--- config.mk ---
export PLATFORM = sky130hd
export DESIGN_NAME = funprof_stats
export DESIGN_NICKNAME = d
export VERILOG_FILES = /design/src/rtl/funprof_pkg.sv /design/src/rtl/funprof_fifo.sv /design/src/rtl/funprof_stats.sv
export SDC_FILE = /design/constraint.sdc
export NUM_CORES = 1
export LEC_CHECK = 0
export CELL_PAD_IN_SITES_DETAIL_PLACEMENT = 0
export CELL_PAD_IN_SITES_GLOBAL_PLACEMENT = 1
export CORE_MARGIN = 1.5
export CORE_UTILIZATION = 40
export CTS_CLUSTER_DIAMETER = 80
export DETAILED_ROUTE_END_ITERATION = 12
export PLACE_DENSITY_LB_ADDON = 0.12
export RECOVER_POWER = 50
export SYNTH_ARGS = -nofsm -noshare
export SYNTH_HDL_FRONTEND = slang
export SYNTH_SLANG_ARGS = --single-unit
--- constraint.sdc ---
create_clock -name clk -period 5.6 [get_ports clk]
set_clock_uncertainty 0.15 [all_clocks]
set_input_delay 1.4 -clock clk [delete_from_list [all_inputs] [get_ports clk]]
set_output_delay 1.4 -clock clk [all_outputs]
set_load 0.03 [all_outputs]
--- src/rtl/funprof_pkg.sv ---
// rtl/funprof_pkg.sv - shared types and constants for the function-profiler statistics stage
package funprof_pkg;

    localparam int CNT_W = 32;
    localparam int INV_W = 16;

    // Running minimum starts at the top of the range so the first duration always replaces it
    localparam logic [CNT_W-1:0] DUR_MIN_RST = '1;
    localparam logic [CNT_W-1:0] DUR_MAX_RST = '0;

    typedef enum logic {
        ST_IDLE    = 1'b0,
        ST_IN_CALL = 1'b1
    } state_e;

endpackage

--- src/rtl/funprof_fifo.sv ---
// rtl/funprof_fifo.sv - show-ahead duration FIFO with full/empty tracking
module funprof_fifo #(
    parameter int DEPTH = 8,
    parameter int W     = 32
) (
    input  logic         clk_i,
    input  logic         clr_i,
    input  logic         push_i,
    input  logic [W-1:0] push_data_i,
    input  logic         pop_i,
    output logic         valid_o,
    output logic [W-1:0] data_o,
    output logic         full_o
);

    localparam int AW = $clog2(DEPTH);

    logic [AW:0]  wr_q;
    logic [AW:0]  rd_q;
    logic [W-1:0] mem_q [DEPTH];
    logic         empty;
    logic         do_pop;
    logic         do_push;

    assign empty   = (wr_q == rd_q);
    assign full_o  = (wr_q[AW] != rd_q[AW]) && (wr_q[AW-1:0] == rd_q[AW-1:0]);
    assign do_pop  = pop_i & ~empty;
    // A full FIFO still accepts a write when the head leaves in the same cycle
    assign do_push = push_i & (~full_o | do_pop);
    assign valid_o = ~empty;
    assign data_o  = empty ? '0 : mem_q[rd_q[AW-1:0]];

    // Pointer update; the extra MSB distinguishes full from empty
    always_ff @(posedge clk_i) begin
        if (clr_i) begin
            wr_q <= '0;
            rd_q <= '0;
        end else begin
            if (do_push) wr_q <= wr_q + {{AW{1'b0}}, 1'b1};
            if (do_pop)  rd_q <= rd_q + {{AW{1'b0}}, 1'b1};
        end
    end

    // Storage write; contents are only observed through the valid-gated head
    always_ff @(posedge clk_i) begin
        if (do_push) mem_q[wr_q[AW-1:0]] <= push_data_i;
    end

endmodule

--- src/rtl/funprof_stats.sv ---
// rtl/funprof_stats.sv - per-invocation duration statistics; optional min/max under FUNPROF_MINMAX_EN
module funprof_stats
    import funprof_pkg::*;
#(
    parameter int DEPTH = 8,
    parameter int TOT_W = 48
) (
    input  logic             clk,
    input  logic             reset,
    input  logic             call,
    input  logic             ret,
    input  logic [CNT_W-1:0] count,
    input  logic             clr,
    output logic             dur_valid,
    output logic [CNT_W-1:0] dur_data,
    input  logic             dur_ready,
    output logic [INV_W-1:0] inv_count,
    output logic [TOT_W-1:0] total,
`ifdef FUNPROF_MINMAX_EN
    output logic [CNT_W-1:0] dur_min,
    output logic [CNT_W-1:0] dur_max,
`endif
    output logic             overflow,
    output logic             active
);

    state_e           state_q;
    logic [CNT_W-1:0] start_q;
    logic [CNT_W-1:0] dur_q;
    logic             pend_q;
    logic [INV_W-1:0] inv_q, inv_d;
    logic [TOT_W-1:0] total_q, total_d;
    logic             ovf_q, ovf_d;
    logic             sync_clr;
    logic             fifo_full;
    logic             pop;

    assign sync_clr = reset | clr;
    assign pop      = dur_valid & dur_ready;

    // Call/return tracking: captures start count and produces one duration per completed call
    always_ff @(posedge clk) begin
        if (sync_clr) begin
            state_q <= ST_IDLE;
            start_q <= '0;
            dur_q   <= '0;
            pend_q  <= 1'b0;
        end else begin
            pend_q <= 1'b0;
            case (state_q)
                ST_IDLE: begin
                    if (call) begin
                        start_q <= count;
                        state_q <= ST_IN_CALL;
                    end
                end
                ST_IN_CALL: begin
                    if (ret) begin
                        dur_q  <= count - start_q;
                        pend_q <= 1'b1;
                    end
                    if (call) begin
                        start_q <= count;
                    end else if (ret) begin
                        state_q <= ST_IDLE;
                    end
                end
                default: state_q <= ST_IDLE;
            endcase
        end
    end

    assign active = (state_q == ST_IN_CALL);

    // Next-state statistics for the commit cycle following a produced duration
    always_comb begin
        inv_d   = inv_q;
        total_d = total_q;
        ovf_d   = ovf_q;
        if (pend_q) begin
            if (inv_q != '1) inv_d = inv_q + 1'b1;
            total_d = total_q + {{(TOT_W-CNT_W){1'b0}}, dur_q};
            if (fifo_full && !pop) ovf_d = 1'b1;
        end
    end

    // Statistics registers; a clear wins over a same-cycle commit
    always_ff @(posedge clk) begin
        if (sync_clr) begin
            inv_q   <= '0;
            total_q <= '0;
            ovf_q   <= 1'b0;
        end else begin
            inv_q   <= inv_d;
            total_q <= total_d;
            ovf_q   <= ovf_d;
        end
    end

    assign inv_count = inv_q;
    assign total     = total_q;
    assign overflow  = ovf_q;

`ifdef FUNPROF_MINMAX_EN
    logic [CNT_W-1:0] min_q, min_d;
    logic [CNT_W-1:0] max_q, max_d;

    // Extremes track every committed duration, including ones the FIFO dropped
    always_comb begin
        min_d = min_q;
        max_d = max_q;
        if (pend_q && dur_q < min_q) min_d = dur_q;
        if (pend_q && dur_q > max_q) max_d = dur_q;
    end

    // Min/max registers
    always_ff @(posedge clk) begin
        if (sync_clr) begin
            min_q <= DUR_MIN_RST;
            max_q <= DUR_MAX_RST;
        end else begin
            min_q <= min_d;
            max_q <= max_d;
        end
    end

    assign dur_min = min_q;
    assign dur_max = max_q;
`endif

    funprof_fifo #(
        .DEPTH (DEPTH),
        .W     (CNT_W)
    ) u_fifo (
        .clk_i       (clk),
        .clr_i       (sync_clr),
        .push_i      (pend_q),
        .push_data_i (dur_q),
        .pop_i       (pop),
        .valid_o     (dur_valid),
        .data_o      (dur_data),
        .full_o      (fifo_full)
    );

endmodule
; After elaboration in Yosys (flattened, before gate mapping)
; Memory sizes are Yosys's and may differ from the RTL's. A register that Yosys moved wholly into a read port is not among the register bits.
; Cells that the tools add are included.
[word_totals]
latchBits = 0
reg_bits = 139
out_inout_bits = 99
romBits = 0
n_memories = 1
ramBits = 256
[op_classes]
addsub = 5
n_bitwise = 8
n_lt_le_gt_ge = 0
n_mul = 0
n_mux = 11
eq_ne = 4
n_reduce_logical = 7
n_shift = 0
div = 0
[mem_list]
columns = name, words, width, read_ports, rd_clocked_by_memory_dff, write_ports, line
row1 = u_fifo.mem_q, 8, 32, 1, 1, 1, funprof_fifo.sv:20  ; logic [W-1:0] mem_q [DEPTH];
[ops]
columns = cell, count
row1 = $mux W32, 2
row2 = $add A48 B32 Y48, 1
row3 = $sub A32 B32 Y32, 1
row4 = $add A16 B1 Y16 const B, 1
row5 = $ne A16 B16 Y1 const B, 1
row6 = $add A4 B1 Y4 const B, 2
row7 = $mux W1, 6
row8 = $mux W3, 2
row9 = $reduce_and A2 Y1, 3
row10 = $eq A4 B4 Y1, 1
row11 = $and A1 B1 Y1, 3
row12 = $eq A3 B3 Y1, 1
row13 = $not A1 Y1, 3
row14 = $logic_and A1 B1 Y1, 2
row15 = $or A1 B1 Y1, 2
row16 = $pmux W1 S2, 1
row17 = $reduce_or A2 Y1, 1
row18 = $logic_not A1 Y1, 1
row19 = $ne A1 B1 Y1, 1

; Logic depth before layout (Yosys ltp)
; Gate-level depths: netlist of the first run.
[logic_depth]
depth_word = 8
mapped_depth = 12
ltp_nobuf = 12

; Hierarchy
; A second synthesis of the first run with hierarchy kept.
[unflattened]
cells_unflattened = 1480
hier_area_um2 = 18570.3
[modules_own_cells]
columns = module, area_per_inst_um2, instances, seq_area_each_um2, cells_each
row1 = funprof_fifo, 10385.0, 1, 7907.6, 478
row2 = funprof_stats, 8185.4, 1, 2622.5, 1002

; Least setup slack after synthesis of the first run
; No wires, ideal clock.
[synth_timing]
kind = input -> register
start = input port dur_ready
end = memory u_fifo.mem_q[0][0] (enable)
path_buffers = 1
stages = 5
required_time_ps = 4989
slack_ps = 840
setup_ps = 461
arrival_ps = 4149
path_cell_list = or3_1 -> and2_1 -> clkbuf_1 -> nand2b_1 -> nor3_1
[synth_via]
elab_chain_cells = 6
[synth_lines]
columns = element, line
row1 = from (decl), funprof_stats.sv:16  ; input logic dur_ready,
row2 = $and A1 B1 Y1, funprof_stats.sv:39  ; assign pop = dur_valid & dur_ready;
row3 = $and A1 B1 Y1, funprof_fifo.sv:27  ; assign do_pop = pop_i & ~empty;
row4 = $or A1 B1 Y1, funprof_fifo.sv:29  ; assign do_push = push_i & (~full_o | do_pop);
row5 = $and A1 B1 Y1, funprof_fifo.sv:29
row6 = $mux W1, funprof_fifo.sv:46  ; if (do_push) mem_q[wr_q[AW-1:0]] <= push_data_i;
row7 = $mux W1 (implied by the code), funprof_fifo.sv:46
row8 = to (decl), funprof_fifo.sv:20
; Every way passes these cells.

; Worst setup path in the final report of the first run
[layout_timing]
start = input port reset
end = register dur_q[31]
[layout_via]
elab_chain_cells = 1
[layout_lines]
columns = element, line
row1 = from (decl), funprof_stats.sv:9  ; input logic reset,
row2 = $or A1 B1 Y1, funprof_stats.sv:38  ; assign sync_clr = reset | clr;
row3 = to (signal assigned), funprof_stats.sv:59  ; dur_q <= count - start_q;
row4 = to (decl), funprof_stats.sv:29  ; logic [CNT_W-1:0] dur_q;
; Every way passes these cells.
; A chain may end at the register's enable or synchronous reset.

==> results of run 1 <==
## per-stage QoR
stage | power (mW) | area, um^2 | setup slack [ps] | cells
after global routing | 6.68 | 21900 | 395 | 2227
after global placement | 3.45 | 20300 | 1030 | 2141
final | 6.43 | 21900 | 690 | 2227
after CTS | 6.53 | 21900 | 843 | 2227
after detailed placement | 3.45 | 20300 | 956 | 2141
after floorplan | 3.37 | 18200 | 840 | 1449
## layout make-up
| type | instances | area share [%] |
|---|---|---|
| Clock buffer | 53 | 5.58 |
| Clock inverter | 33 | 1.60 |
| Inverter | 45 | 0.773 |
| Multi-Input combinational cell | 942 | 33.5 |
| Sequential cell | 398 | 48.2 |
| Tap cell | 600 | 3.44 |
| Timing Repair Buffer | 156 | 6.87 |
## logic make-up after synthesis
family | synth area share [%]
AOI/OAI and AO/OA | 8.69
and+or+nand+nor | 9.34
muxes | 12.9
DFF | 57.7
adders and majority gates | 4.74
buffers and inverters | 2.26
xor gates and xnor gates | 4.37
## synth_stat cells, types with 9 or more instances
library cell	instances	area share, %
nor2_1	172	3.5
clkbuf_1	44	0.91
buf_1	17	0.35
a21oi_1	90	2.5
nand4_1	16	0.55
xnor2_1	49	2.4
a211oi_1	12	0.49
edfxtp_1	256	42
xor2_1	42	2.0
o21a_1	13	0.53
ha_1	66	4.5
nand2b_1	13	0.45
nand2_1	93	1.9
mux2i_1	91	5.0
nor3_1	9	0.25
nor2b_1	10	0.34
dfxtp_1	142	16
o21ai_0	38	1.0
inv_1	45	0.93
and3_1	13	0.45
mux4_2	64	7.9
a21o_1	29	1.2
nand3_1	30	0.82
o21bai_1	9	0.37
## flip-flops by register name (all words and copies together) (netlist names), named ones only
signal	count
u_fifo.rd_q	4
u_fifo.wr_q	4
u_fifo.mem_q	256
total	48
dur_q	32
overflow	1
start_q	32
active	1
pend_q	1
inv_count	16
## worst max-delay path, stage by stage
cell and delay [ps]:
clkdlybuf4s50_1 470, or2_0 1300, clkbuf_1 1500, nor4_1 190
a211o_1 340
## power by group
| part | switching [mW] | total [mW] | internal, mW |
|---|---|---|---|
| combinational | 0.149 | 0.267 | 0.118 |
| clock | 1.20 | 3.04 | 1.85 |
| sequential | 0.0146 | 3.12 | 3.10 |
| total | 1.36 | 6.43 | 5.07 |
## worst paths after layout
| check | start | slack, ps | endpoint | cells past startpoint |
|---|---|---|---|---|
| setup / recovery | reset | 690 | dur_q[31] | 5 |
| hold / removal | overflow | 330 | overflow | 2 |
| setup reg to reg | dur_q[0] | 1920 | total[38] | 11 |
| hold reg to reg | overflow | 330 | overflow | 2 |
## routing by layer
| layer | track usage (%) | up-vias |
|---|---|---|
| met5 | 0 | - |
| li1 | - | 5664 |
| met2 | 29.7 | 199 |
| met1 | 25.5 | 5664 |
| met4 | 5.16 | 0 |
| met3 | 3.14 | 56 |
==> qor.txt, run 1 <==
Vias per std cell: 5.20
Die area: 0.0469 mm^2
GRT Util Overall: 18.4%
Synthesized instance count: 1449
Post-DP HPWL: 28100 um
Fin crit period: 4910 ps
Routed length per instance: 19.1 um
Post-route ant nets: 0
Largest net degree at the start of global routing: 66
Total gr overflow: 0
Number of port buffers: 136
Crit path capture type: flip-flop
Clock net sink count: 398
Max rail drop VDD: 0.223 mV
Area of the multi-input gates: 0.00733 mm^2
CP required: 5910 ps
Violated checks: max-capacitance violations, max-slew violations
Status: finished, violations left
CTS Root Cell: clkbuf_16
Synth Cell Area: 0.0182 mm^2
DRT met1 WL: 20200 um
Die width: 217 um
Synthesized net count: 1555
Achievable Freq: 204 MHz
Gates resized, CTS repair: 0
N_diodes: 0
Fin. max-slew vios: 104
Vias: 11600
IO Count: 137
DR top layer: met4
Residual DRC count: 0
Share of layout cells above drive strength 1: 10.7%
Max Cap Viol: 3
Avg Cell Area, Syn: 12.6 um^2
Cell Pwr Density: 294 mW/mm^2
CP Launch Type: input port
Filler instances: 4066
Main flop type after synthesis: edfxtp_1
Clock insertion delay at the later pin of the skew report: 570 ps
Final hold vios: 0
Worst hold margin: 332 ps
FP Rows: 78
Clk pin slew, worst setup/hold paths: 60 ps
Nets: 1695
Reg area: 0.0105 mm^2
Area grow syn2layout: 19.7%
Worst path arrival time: 5220 ps
Die height: 217 um
Setup_tns: 0 ps
CTS H-tree depth: 2
Core area: 0.0452 mm^2
Min-Delay Path Class: flip-flop to flip-flop
Placer's final routability congestion estimate: 0.819
CTS tree: done
Wire length on met3: 1780 um
Initial Util: 40.4%
Setup-failing EPs final: 0
Async SR Flop Fraction: 0%
Post-layout util: 48.4%
Commonest non-fill, non-tap cells in the layout: 256 x edfxtp_1, 167 x nor2_1, 138 x dfxtp_1, 134 x clkdlybuf4s50_1, 93 x nand2_1
TritonCTS Buffers: 46
Final Routed Wirelength: 42500 um
Yosys warning total: 0
Worst slew pin tran: 2400 ps
Crit path max fanout: 42
Hold_buf cts: 0
Period utilization: 87.7%
Vias in the first global route: 11600
Met2 wire length: 19700 um
DR iter-0 viols: 549
Commonest non-fill, non-tap cell in the layout: edfxtp_1
Worst slew margin: -59.7%
FF+latch count, synth: 398
Setup CP Type: input port to flip-flop
Initial antenna violation count: 0
CTS max path bufs: 3
Post CTS Setup Buffer Count: 0
RSZ-0062 raised after global routing: no
EDFF count, synth: 256
Seq/Total Area, Yosys: 57.7%
Post-synth cell types: 59
First-pass GRT wire length: 67200 um
Pre-antenna DRT Iters: 5
Leak: 7.80 nW
Note: power is estimated with default switching activity, not from simulation.
==> inputs of run 2 (changes only) <==
--- a/config.mk
+++ b/config.mk
@@ -13,6 +13,7 @@
 export DETAILED_ROUTE_END_ITERATION = 12
 export PLACE_DENSITY_LB_ADDON = 0.12
 export RECOVER_POWER = 50
+export SKIP_LAST_GASP = 1
 export SYNTH_ARGS = -nofsm -noshare
 export SYNTH_HDL_FRONTEND = slang
 export SYNTH_SLANG_ARGS = --single-unit
==> results of run 2 <==
Same layout as run 1: the final DEF is identical, and so are final timing and power.
==> inputs of run 3 (changes only) <==
--- a/config.mk
+++ b/config.mk
@@ -14,6 +14,7 @@
 export PLACE_DENSITY_LB_ADDON = 0.12
 export RECOVER_POWER = 50
 export SKIP_LAST_GASP = 1
+export SLEW_MARGIN = 15
 export SYNTH_ARGS = -nofsm -noshare
 export SYNTH_HDL_FRONTEND = slang
 export SYNTH_SLANG_ARGS = --single-unit
==> constraint.sdc (replaced) <==
create_clock -name clk -period 4.75 [get_ports clk]
set_clock_uncertainty 0.15 [all_clocks]
set_input_delay 1.1875 -clock clk [delete_from_list [all_inputs] [get_ports clk]]
set_output_delay 1.1875 -clock clk [all_outputs]
set_load 0.03 [all_outputs]
==> run 3 against run 2 <==
Compared with the run above:
- the run still ends with max-capacitance violations, max-slew violations left
- via count grew 0.16%
- cell count is 0.18% higher
- combinational power is 18% higher
- global-route usage down 0.10 points
- sequential cell count unchanged
- sequential power increased by 18%
- register-to-register slack got worse by 930 ps
- setup slack lost 300 ps
- first-iteration DRC count is 3.1% lower
- wire length up 0.36%
- critical endpoint is now dur_data[14]
- final area shrank 0.27%
- hold slack got worse by 7.8 ps
==> qor.txt, run 3 (synthesis gave the netlist of run 1 again) <==
Initial Util: 40.4% (unchanged)
CTS Root Cell: clkbuf_16
Nets: 1698 (+0.18%)
Worst slew margin: -58.0% (+1.7 points)
Violated checks: max-capacitance violations, max-slew violations
Fin crit period: 4360 ps
Commonest non-fill, non-tap cell in the layout: edfxtp_1
RR Startpoint: dur_q[0]
Share of layout cells above drive strength 1: 10.4% (-0.26 points)
Worst Slack Setup Final: 392 ps (-297 ps)
CP Launch Type: flip-flop
Min-Delay Path Class: flip-flop to flip-flop
GRT Util Overall: 18.3% (-0.10 points)
Clock net sink count: 398 (unchanged)
RSZ-0062 raised after global routing: no
Routed length per instance: 19.1 um (+0.18%)
Area grow syn2layout: 19.4%
Critical path's top delay family: buffers and inverters
Slowest cell on crit path: clkdlybuf4s50_1
Final cell count without fillers: 2231 (+0.18%)
Critical path, cell by cell: buf_4 -> mux4_2 -> mux2i_1 -> nor2_1 -> clkdlybuf4s50_1
Residual DRC count: 0 (unchanged)
Clock insertion delay at the later pin of the skew report: 580 ps (about the same)
Post CTS Setup Buffer Count: 0 (unchanged)
Cell Pwr Density: 338 mW/mm^2 (+15%)
WP buf/inv: 2 (unchanged)
Hold_buf cts: 0 (unchanged)
CTS H-tree depth: 2 (unchanged)
Placed Cells incl. Taps: 2145 (+0.19%)
Crit path max fanout: 17 (-60%)
Setup_tns: 0 ps (unchanged)
Status: finished, violations left
Placer's final routability congestion estimate: 0.830 (+1.4%)
Gates resized, CTS repair: 0 (unchanged)
Die height: 217 um (unchanged)
Vias per std cell: 5.20 (about the same)
Vias in the first global route: 11700 (+0.50%)
Number of port buffers: 136 (unchanged)
R2R setup slack: 990 ps (-930 ps)
Final Routed Wirelength: 42600 um (+0.36%)
Period utilization: 91.7%
TritonCTS Buffers: 45 (-2.2%)
Worst path arrival time: 3020 ps (-2200 ps)
Critical Path End: dur_data[14]
Worst R2R End: total[44]
IO Count: 137 (unchanged)
Clk pin slew, worst setup/hold paths: 60 ps (about the same)
Initial antenna violation count: 0 (unchanged)
DR iter-0 viols: 532 (-3.1%)
R2r worst-path depth: 11 (unchanged)
Pre-antenna DRT Iters: 5 (unchanged)
Post-DP HPWL: 28300 um (+0.96%)
Post-route ant nets: 0 (unchanged)
Vias: 11600 (+0.16%)
Max rail drop VDD: 0.255 mV (+14%)
Max Cap Viol: 3 (unchanged)
Crit path capture type: output pin
First-pass GRT wire length: 66500 um (-0.91%)
Largest net degree at the start of global routing: 48 (-27%)
Max stage delay on crit path: 620 ps (-880 ps)
Total gr overflow: 0 (unchanged)
Worst slew pin tran: 2370 ps (-25.0 ps)
DP Worst Slack: 386 ps (-570 ps)
Crit path depth: 5 (unchanged)
Core area: 0.0452 mm^2 (unchanged)
Largest register FFs: 256 (unchanged)
Fin. max-slew vios: 127 (+22%)
Setup CP Type: flip-flop to output pin
CTS max path bufs: 3 (unchanged)
Final hold vios: 0 (unchanged)
CTS tree: done
Die area: 0.0469 mm^2 (unchanged)
Die width: 217 um (unchanged)
CP required: 3410 ps (-2500 ps)
Commonest non-fill, non-tap cells in the layout: 256 x edfxtp_1, 168 x nor2_1, 138 x dfxtp_1, 133 x clkdlybuf4s50_1, 93 x nand2_1
Leak: 7.77 nW (-0.40%)
Setup-failing EPs final: 0 (unchanged)
Achievable Freq: 229 MHz
FP Rows: 78 (unchanged)
-- run 3: changes by cell type in the layout (fill, tap and decap cells not counted), moves of 3 or more --
cell,before,now
inv_6,1,4
clkbuf_1,8,15
clkinv_2,11,7
bufinv_16,6,2
-- run 3: area by class of cell --
cell class,count,area [um^2]
fillers,4090,23400
flip-flops and latches,398,10500
multi-input cells,942,7330
repair buffers,160,1560
clock buffers,58,1220
well taps,600,751
clock inverters,26,228
inverters,45,169
diodes,2,5.00
-- run 3: tightest hold or removal path, delay by kind of cell, from the launching register on --
kind / cells / cell delay [ps]
flops: 1 / 330
simple gates: 1 / 70
compound gates: 1 / 40
-- run 3: per-layer routing --
layer	up-vias	GRT usage [%]	routed length, um	part of all wire, %
met5	-	0	0	0
met4	0	4.42	532	1.2
met3	36	3.93	2290	5.4
met2	220	29.3	19700	46
met1	5664	25.3	20100	47
li1	5681	-	-	-
-- run 3: power by group --
group	total, mW	switching [mW]	internal, mW
Combinational	0.316	0.176	0.140
Sequential	3.68	0.0174	3.66
Clock	3.37	1.43	1.94
-- run 3: worst min-delay path by stage --
stage	startpoint	end	slack, ps	cells after the start
after floorplan	start_q[10]	start_q[10]	310	2
after global placement	overflow	overflow	310	2
after detailed placement	overflow	overflow	310	2
after CTS	overflow	overflow	330	2
after global routing	start_q[29]	start_q[29]	370	2
final	overflow	overflow	320	2
-- run 3: metrics by stage --
| stage | hold slack (ps) | util [%] | instance area, um^2 | power, mW |
|---|---|---|---|---|
| floorplan | 310 | - | 18200 | 3.97 |
| global placement | 307 | 45.1 | 20400 | 4.07 |
| detailed placement | 313 | 45.1 | 20400 | 4.07 |
| CTS | 331 | 48.3 | 21800 | 7.47 |
| global route | 366 | 48.2 | 21800 | 7.65 |
| finish | 325 | 48.2 | 21800 | 7.37 |
